### config.mk
export PLATFORM = sky130hd
export DESIGN_NAME = tv_pixel_fetch
export DESIGN_NICKNAME = d
export VERILOG_FILES = /design/src/rtl/tv_pkg.sv /design/src/rtl/tv_shift16.sv /design/src/rtl/tv_pixel_fetch.sv
export SDC_FILE = /design/constraint.sdc
export NUM_CORES = 1
export LEC_CHECK = 0
export ABC_AREA = 1
export CAP_MARGIN = 20
export CORE_MARGIN = 2
export CORE_UTILIZATION = 54
export CTS_CLUSTER_SIZE = 14
export DETAILED_ROUTE_END_ITERATION = 7
export PLACE_DENSITY = 0.82
export SETUP_SLACK_MARGIN = 0.02
export SLEW_MARGIN = 20
export SYNTH_ARGS = -nofsm -noshare
export SYNTH_HDL_FRONTEND = slang
export SYNTH_SLANG_ARGS = --single-unit
### constraint.sdc
create_clock -name clk -period 2.7 [get_ports clk]
set_input_delay 0.54 -clock clk [delete_from_list [all_inputs] [get_ports clk]]
set_output_delay 0.54 -clock clk [all_outputs]
set_load 0.02 [all_outputs]
### src/rtl/tv_pkg.sv
`default_nettype none
// ============================================================================
//  Module      : tv_pkg
//  Description : Raster and VRAM constants shared by the TV output path, plus
//                the fetch state encoding used by the pixel fetcher.
//  Revision    : 1.0 - initial release
// ============================================================================
package tv_pkg;

    // Raster geometry (pixels / lines)
    localparam int H_ACTIVE  = 512;
    localparam int H_TOTAL   = 640;
    localparam int V_ACTIVE  = 287;
    localparam int V_TOTAL   = 309;

    // Framebuffer word geometry
    localparam int WORD_BITS = 16;
    localparam int VRAM_AW   = 14;

    // Fetch FSM: at most one VRAM read outstanding at a time
    typedef enum logic [0:0] {
        FETCH_IDLE = 1'b0,
        FETCH_REQ  = 1'b1
    } fetch_state_t;

endpackage
`default_nettype wire

### src/rtl/tv_shift16.sv
`default_nettype none
// ============================================================================
//  Module      : tv_shift16
//  Description : 16-bit load/shift register, MSB first, with a registered
//                serial output bit.
//  Revision    : 1.0 - initial release
//
//  Ports
//    clk, rst_n : clock, synchronous active-low reset
//    load       : take load_data; its MSB goes straight to bit_out
//    advance    : emit current MSB on bit_out and shift left
//    blank      : force bit_out low (blanking interval)
//    load_data  : word to load
//    bit_out    : serialized pixel (registered)
// ============================================================================
module tv_shift16
    import tv_pkg::*;
(
    input  logic                 clk,
    input  logic                 rst_n,
    input  logic                 load,
    input  logic                 advance,
    input  logic                 blank,
    input  logic [WORD_BITS-1:0] load_data,
    output logic                 bit_out
);

    logic [WORD_BITS-1:0] shreg;

    // On load the first pixel leaves immediately, so the register keeps
    // only the remaining 15 bits already shifted into position.
    always_ff @(posedge clk) begin
        if (!rst_n) begin
            shreg   <= '0;
            bit_out <= 1'b0;
        end else if (load) begin
            bit_out <= load_data[WORD_BITS-1];
            shreg   <= {load_data[WORD_BITS-2:0], 1'b0};
        end else if (advance) begin
            bit_out <= shreg[WORD_BITS-1];
            shreg   <= {shreg[WORD_BITS-2:0], 1'b0};
        end else if (blank) begin
            bit_out <= 1'b0;
        end
    end

endmodule
`default_nettype wire

### src/rtl/tv_pixel_fetch.sv
`default_nettype none
// ============================================================================
//  Module      : tv_pixel_fetch
//  Description : Video-RAM word fetcher and 1-bpp pixel serializer for the
//                composite TV output. Keeps one prefetched word ahead of the
//                word being displayed; pixel for (xpos, ypos) appears on
//                pix_out one pixel tick after that position is presented.
//  Revision    : 1.0 - initial release
//
//  Ports
//    clk, rst_n            : 50 MHz clock, synchronous active-low reset
//    pix_en                : one-clk pixel strobe (every 5th clk)
//    xpos, ypos, active    : raster position from the output stage
//    vram_req, vram_addr   : read request {line, word}, held until ack
//    vram_ack, vram_rdata  : one-cycle acknowledge with read data
//    pix_out               : serialized pixel (registered)
//    underrun_clr          : clears the sticky underrun flag
//    underrun              : sticky, a word was not available when needed
// ============================================================================
module tv_pixel_fetch
    import tv_pkg::*;
#(
    parameter int LINE_PREFETCH_X = 520
) (
    input  logic                 clk,
    input  logic                 rst_n,
    input  logic                 pix_en,
    input  logic [9:0]           xpos,
    input  logic [8:0]           ypos,
    input  logic                 active,
    output logic                 vram_req,
    output logic [VRAM_AW-1:0]   vram_addr,
    input  logic                 vram_ack,
    input  logic [WORD_BITS-1:0] vram_rdata,
    output logic                 pix_out,
    input  logic                 underrun_clr,
    output logic                 underrun
);

    // Last column whose word boundary still has a following word to fetch
    localparam logic [9:0] WORD_FETCH_LIMIT = 10'(H_ACTIVE - WORD_BITS);
    localparam logic [9:0] LINE_FETCH_X     = 10'(LINE_PREFETCH_X);
    localparam logic [8:0] LAST_LINE        = 9'(V_TOTAL - 1);
    localparam logic [8:0] ACTIVE_LINES     = 9'(V_ACTIVE);

    fetch_state_t state;
    fetch_state_t state_next;

    logic [WORD_BITS-1:0] next_word;
    logic                 next_valid;
    logic                 stale;

    logic                 word_start;
    logic                 word_trig;
    logic                 line_trig;
    logic                 fetch_trig;
    logic [4:0]           word_target_idx;
    logic [8:0]           next_line;
    logic [VRAM_AW-1:0]   fetch_target;

    logic                 issue;
    logic                 ack_take;
    logic                 trig_blocked;

    logic                 load_word;
    logic                 advance;
    logic                 blank;

    // ------------------------------------------------------------------
    // Fetch triggers (only meaningful on pix_en cycles)
    // ------------------------------------------------------------------
    assign word_start      = (xpos[3:0] == 4'd0);
    assign word_target_idx = xpos[8:4] + 5'd1;
    assign word_trig       = pix_en & active & word_start & (xpos < WORD_FETCH_LIMIT);

    assign next_line       = (ypos == LAST_LINE) ? 9'd0 : ypos + 9'd1;
    assign line_trig       = pix_en & (xpos == LINE_FETCH_X) & (next_line < ACTIVE_LINES);

    // Word and line triggers are mutually exclusive (x < 512 vs x >= 512)
    assign fetch_trig      = word_trig | line_trig;
    assign fetch_target    = line_trig ? {next_line, 5'd0} : {ypos, word_target_idx};

    // ------------------------------------------------------------------
    // Fetch FSM: state register
    // ------------------------------------------------------------------
    always_ff @(posedge clk) begin
        if (!rst_n) begin
            state <= FETCH_IDLE;
        end else begin
            state <= state_next;
        end
    end

    // ------------------------------------------------------------------
    // Fetch FSM: next state
    // ------------------------------------------------------------------
    always_comb begin
        state_next = state;
        case (state)
            FETCH_IDLE: if (fetch_trig) state_next = FETCH_REQ;
            FETCH_REQ:  if (vram_ack)   state_next = FETCH_IDLE;
            default:                    state_next = FETCH_IDLE;
        endcase
    end

    // ------------------------------------------------------------------
    // Fetch FSM: outputs
    // ------------------------------------------------------------------
    // An ack is only honoured while a request is outstanding, so a stray
    // ack after reset is ignored. A trigger that lands while busy is
    // dropped; if the outstanding read has not yet completed, its data is
    // now for a word already due and must be discarded (stale). When the
    // ack coincides with the trigger there is nothing left to discard.
    always_comb begin
        vram_req     = 1'b0;
        issue        = 1'b0;
        ack_take     = 1'b0;
        trig_blocked = 1'b0;
        case (state)
            FETCH_IDLE: begin
                issue = fetch_trig;
            end
            FETCH_REQ: begin
                vram_req     = 1'b1;
                ack_take     = vram_ack;
                trig_blocked = fetch_trig & ~vram_ack;
            end
            default: begin
                vram_req = 1'b0;
            end
        endcase
    end

    // ------------------------------------------------------------------
    // Prefetch buffer, address latch and underrun flag
    // ------------------------------------------------------------------
    assign load_word = pix_en & active & word_start;
    assign advance   = pix_en & active & ~word_start;
    assign blank     = pix_en & ~active;

    always_ff @(posedge clk) begin
        if (!rst_n) begin
            vram_addr  <= '0;
            next_word  <= '0;
            next_valid <= 1'b0;
            stale      <= 1'b0;
            underrun   <= 1'b0;
        end else begin
            if (issue) begin
                vram_addr <= fetch_target;
            end

            if (ack_take) begin
                stale <= 1'b0;
            end else if (trig_blocked) begin
                stale <= 1'b1;
            end

            // Load consumes the old next_valid; a same-cycle ack refills it.
            if (load_word) begin
                next_valid <= 1'b0;
            end
            if (ack_take && !stale) begin
                next_word  <= vram_rdata;
                next_valid <= 1'b1;
            end

            // Set has priority over clear
            if (load_word && !next_valid) begin
                underrun <= 1'b1;
            end else if (underrun_clr) begin
                underrun <= 1'b0;
            end
        end
    end

    // ------------------------------------------------------------------
    // Serializer; an empty buffer displays black
    // ------------------------------------------------------------------
    tv_shift16 u_shift (
        .clk       (clk),
        .rst_n     (rst_n),
        .load      (load_word),
        .advance   (advance),
        .blank     (blank),
        .load_data (next_valid ? next_word : {WORD_BITS{1'b0}}),
        .bit_out   (pix_out)
    );

endmodule
`default_nettype wire

==> results.md, run 1 <==
- Reg2reg end: next_word[14]
- Share of cells above drive strength 1: 7.52%
- Arrival time worst endpoint: 2650 ps
- Initial DRC Count: 194
- Unique masters post-synth: 25
- Yosys warning total: 0
- Syn Inst Count: 394
- Clk pin slew, worst setup/hold paths: 100 ps
- Final hold slack: 455 ps
- Total track usage: 23.4%
- Worst setup path start: ypos[1]
- CP max-delay cell: clkdlybuf4s50_1
- Total CTS buffers: 5
- RD Place Congestion: 0.867
- Clock Path Buffers: 2
- Ports: 58
- First-pass GRT wire length: 10200 um
- Final antenna diode count: 0
- Compound-Gate Fraction of Synth Area: 18.3%
- Pwr dens: 440 mW/mm2
- Reg-to-reg startpoint: state
- Clock sink total: 50
- Vias: 2610
- CTS tree: yes
- Non-filler cells, final: 519
- Hold_buf cts: 0
- Clock power frac: 35.4%
- Most frequent cells in the layout: nand2_1, inv_1, clkdlybuf4s50_1
- Largest family of logic cells by synthesized area: simple AND/OR/NAND/NOR gates
- Leading cell type in the layout, fill and taps excluded: nand2_1
- Design area: 0.00340 mm2
- Number of global-route vias before repair: 2318
- DP Wirelength: 4420 um
- VDD IR max: 0.301 mV
- R2R depth: 5
- Synth async-reset ratio: 0%
- Sw Pwr: 0.000364 W
- Post-synth top flop: dfxtp_1
- Critical Path Sink Type: flop
- Core footprint: 0.00472 mm2
- Max_slew headroom: 47.2%
- Worst-skew pair later-pin latency: 310 ps
- DP Area: 0.00328 mm2
- Largest cells by area after synthesis: dfxtp_1, nand2_1, inv_1, a21oi_1, nor2_1
- P_int: 0.00113 W
- DRC viols: 0
- Slew Viols, Final: 0
- Die area: 0.00546 mm2
- Total gr overflow: 0
- Maxcap violations: 0
- Post-Synth Simple-Gate Area: 28.1%
- Mux cell area share after synthesis: 0%
- Pre-CTS setup slack: -56.3 ps
- Via density: 5.03
- I/O Buffers: 57
- Die extent in x: 73.9 um
- Startpoint class of the critical path: primary input
- Drt pass-1 iters: 4
- Worst hold path type: reg -> reg
- Number of synthesized flops with an enable pin: 0
- Hold EP: next_word[10]
- Synthesized flop and latch total: 50
- Num rows: 25
- Hold path depth: 2
- Slowest cell delay on critical path: 570 ps
- Setup skew after layout: 9.30 ps
- Reg-to-reg setup timing slack: 1010 ps
- Hold path start: next_word[10]
- Placed insts: 511
- Sw frac: 24.3%
- Initial Util: 55.9%
- H-Tree Depth: 2
- Seq pwr share: 50.9%
- Kind of critical path: in -> reg
- Cell leakage power: 1.54 nW
- P&R area growth vs syn: 28.7%
- CP Cell Sequence: clkdlybuf4s50_1, ha_2, nand2_1, nor2_1, nand3_1, xor2_1, nor2_2, nand2_2, nand2_2, nand2_4, nand2_4, nand2_1, nand2_1, nor2_1
- Finish-stage setup viols: 0
- Fin worst setup slack: 250 ps
- Post-Synth XOR/XNOR Area: 1.66%
- Largest net degree at the start of global routing: 48
- Hold Vio Cnt, Final: 0
- Area leader, netlist: dfxtp_1
- Logic pwr share: 13.6%
- # nets final: 496
- Initial antenna violation count: 0
- Root Driver: clkbuf_8
- Chip Height: 73.9 um
- Minimum clock period: 2450 ps
- Avg Cell Area, Syn: 6.70 um2
- Status: finished clean
- Mapped Nets: 439
- Post-synthesis sequential area ratio: 37.9%
- Antenna-violating nets left: 0
- Area fraction of the dominant cell type after synthesis: 37.9%
- Critical Path RT: 2900 ps
- Adder-cell share of the synthesized area: 1.90%
- Crit-path most repeated cell: nand2_1
- RSZ-0062 raised after global routing: false
- Final period util: 90.7%
- Synthesized cell area: 0.00264 mm2
- Wire per inst: 11.7 um
- Worst Path Max Fanout: 10
- Fmax: 0.408 GHz
- Post-Route WL: 6070 um
- Worst-margin pin slew: 792 ps
stage by stage:
step           util (%)  total power (W)  TNS [ps]
2_1_floorplan         -         0.000883         0
3_3_place_gp       69.4         0.000976         0
3_5_place_dp       69.4         0.000979      -460
4_1_cts            71.8          0.00150         0
5_1_grt            71.9          0.00156         0
6_report           71.9          0.00150         0
cell families after synthesis:
group                      after synthesis
DFF                                     50
buffers and inverters                   80
adders and majority gates                4
xor gates and xnor gates                 5
and+or+nand+nor                        167
AOI/OAI and AO/OA                       88
flip-flops by register name (all words and copies together), names as in the netlist:
| signal | cells |
|---|---|
| state | 1 |
| next_valid | 1 |
| u_shift.shreg | 15 |
| next_word | 16 |
| u_shift.bit_out | 1 |
| vram_addr | 14 |
| underrun | 1 |
| stale | 1 |
how the worst max path moves through the flow:
stage                     cells after the start  slack [ps]       endpoint
final                                        14         250  vram_addr[12]
after global placement                       17          10   vram_addr[6]
after global routing                         17          30   vram_addr[6]
after floorplan                              13         800  vram_addr[10]
after detailed placement                     14         -60  vram_addr[13]
after CTS                                    14         250  vram_addr[13]
layer usage:
layer  track usage [%]  up-vias  part of all wire, %
met5                 0        -                    0
met4              6.06        0                  1.0
met3              4.25        7                  4.6
met2              37.1       59                   46
met1              33.0     1169                   48
li1                  -     1375                    -
power groups by stage:
stage,Combinational (W),Clock (W),Sequential [W]
4_1_cts,0.000202,0.000536,0.000762
3_5_place_dp,0.000201,0,0.000778
6_report,0.000204,0.000530,0.000762
2_1_floorplan,0.000103,0,0.000780
5_1_grt,0.000227,0.000569,0.000764
3_3_place_gp,0.000198,0,0.000778
synth_stat cells, drive strengths merged, types with 2 or more instances:
cell    number
nand3       25
nor2        52
a21oi       38
nand2       81
o21ai       33
xor2         4
nand4        6
clkbuf      11
o211ai      14
dfxtp       50
a31oi        2
buf          5
inv         64
ha           4
worst max-delay path: cells and delay by family:
family,cells,cell delay [ps]
xor+xnor,1,160
fa+ha+maj,1,240
buf+inv,1,570
simple gates,11,1130
layout make-up:
class / count / area, um2
fill: 417 / 1330
multi-input combinational: 264 / 1320
sequential: 50 / 1000
timing repair buffer: 66 / 638
inverter: 64 / 240
tap: 67 / 83.8
clock buffer: 5 / 68.8
clock inverter: 3 / 43.8
repair_timing:
action,4_1_cts,5_1_grt
gates resized for setup,0,3
endpoints found under the setup margin,0,7
buffers inserted,0,0
hold endpoints to repair,0,0
Power figures use the tool's default switching activity.
==> run 2: changes to the inputs <==
--- a/config.mk
+++ b/config.mk
@@ -9,6 +9,7 @@
 export CAP_MARGIN = 20
 export CORE_MARGIN = 2
 export CORE_UTILIZATION = 54
+export CTS_CLUSTER_DIAMETER = 80
 export CTS_CLUSTER_SIZE = 14
 export DETAILED_ROUTE_END_ITERATION = 7
 export PLACE_DENSITY = 0.82
==> results of run 2 <==
Final layout, timing and power as in run 1 (identical DEF).
==> run 3: changes to the inputs <==
--- a/config.mk
+++ b/config.mk
@@ -9,12 +9,12 @@
 export CAP_MARGIN = 20
 export CORE_MARGIN = 2
 export CORE_UTILIZATION = 54
-export CTS_CLUSTER_DIAMETER = 80
+export CTS_CLUSTER_DIAMETER = 50
 export CTS_CLUSTER_SIZE = 14
 export DETAILED_ROUTE_END_ITERATION = 7
 export PLACE_DENSITY = 0.82
 export SETUP_SLACK_MARGIN = 0.02
-export SLEW_MARGIN = 20
+export SLEW_MARGIN = 10
 export SYNTH_ARGS = -nofsm -noshare
 export SYNTH_HDL_FRONTEND = slang
 export SYNTH_SLANG_ARGS = --single-unit
==> constraint.sdc (replaced) <==
create_clock -name clk -period 2.7 [get_ports clk]
set_input_delay 0.54 -clock clk [delete_from_list [all_inputs] [get_ports clk]]
set_output_delay 0.54 -clock clk [all_outputs]
set_load 0.05 [all_outputs]
==> results of run 3 <==
The final DEF is identical to that of run 1. Status: finished clean.
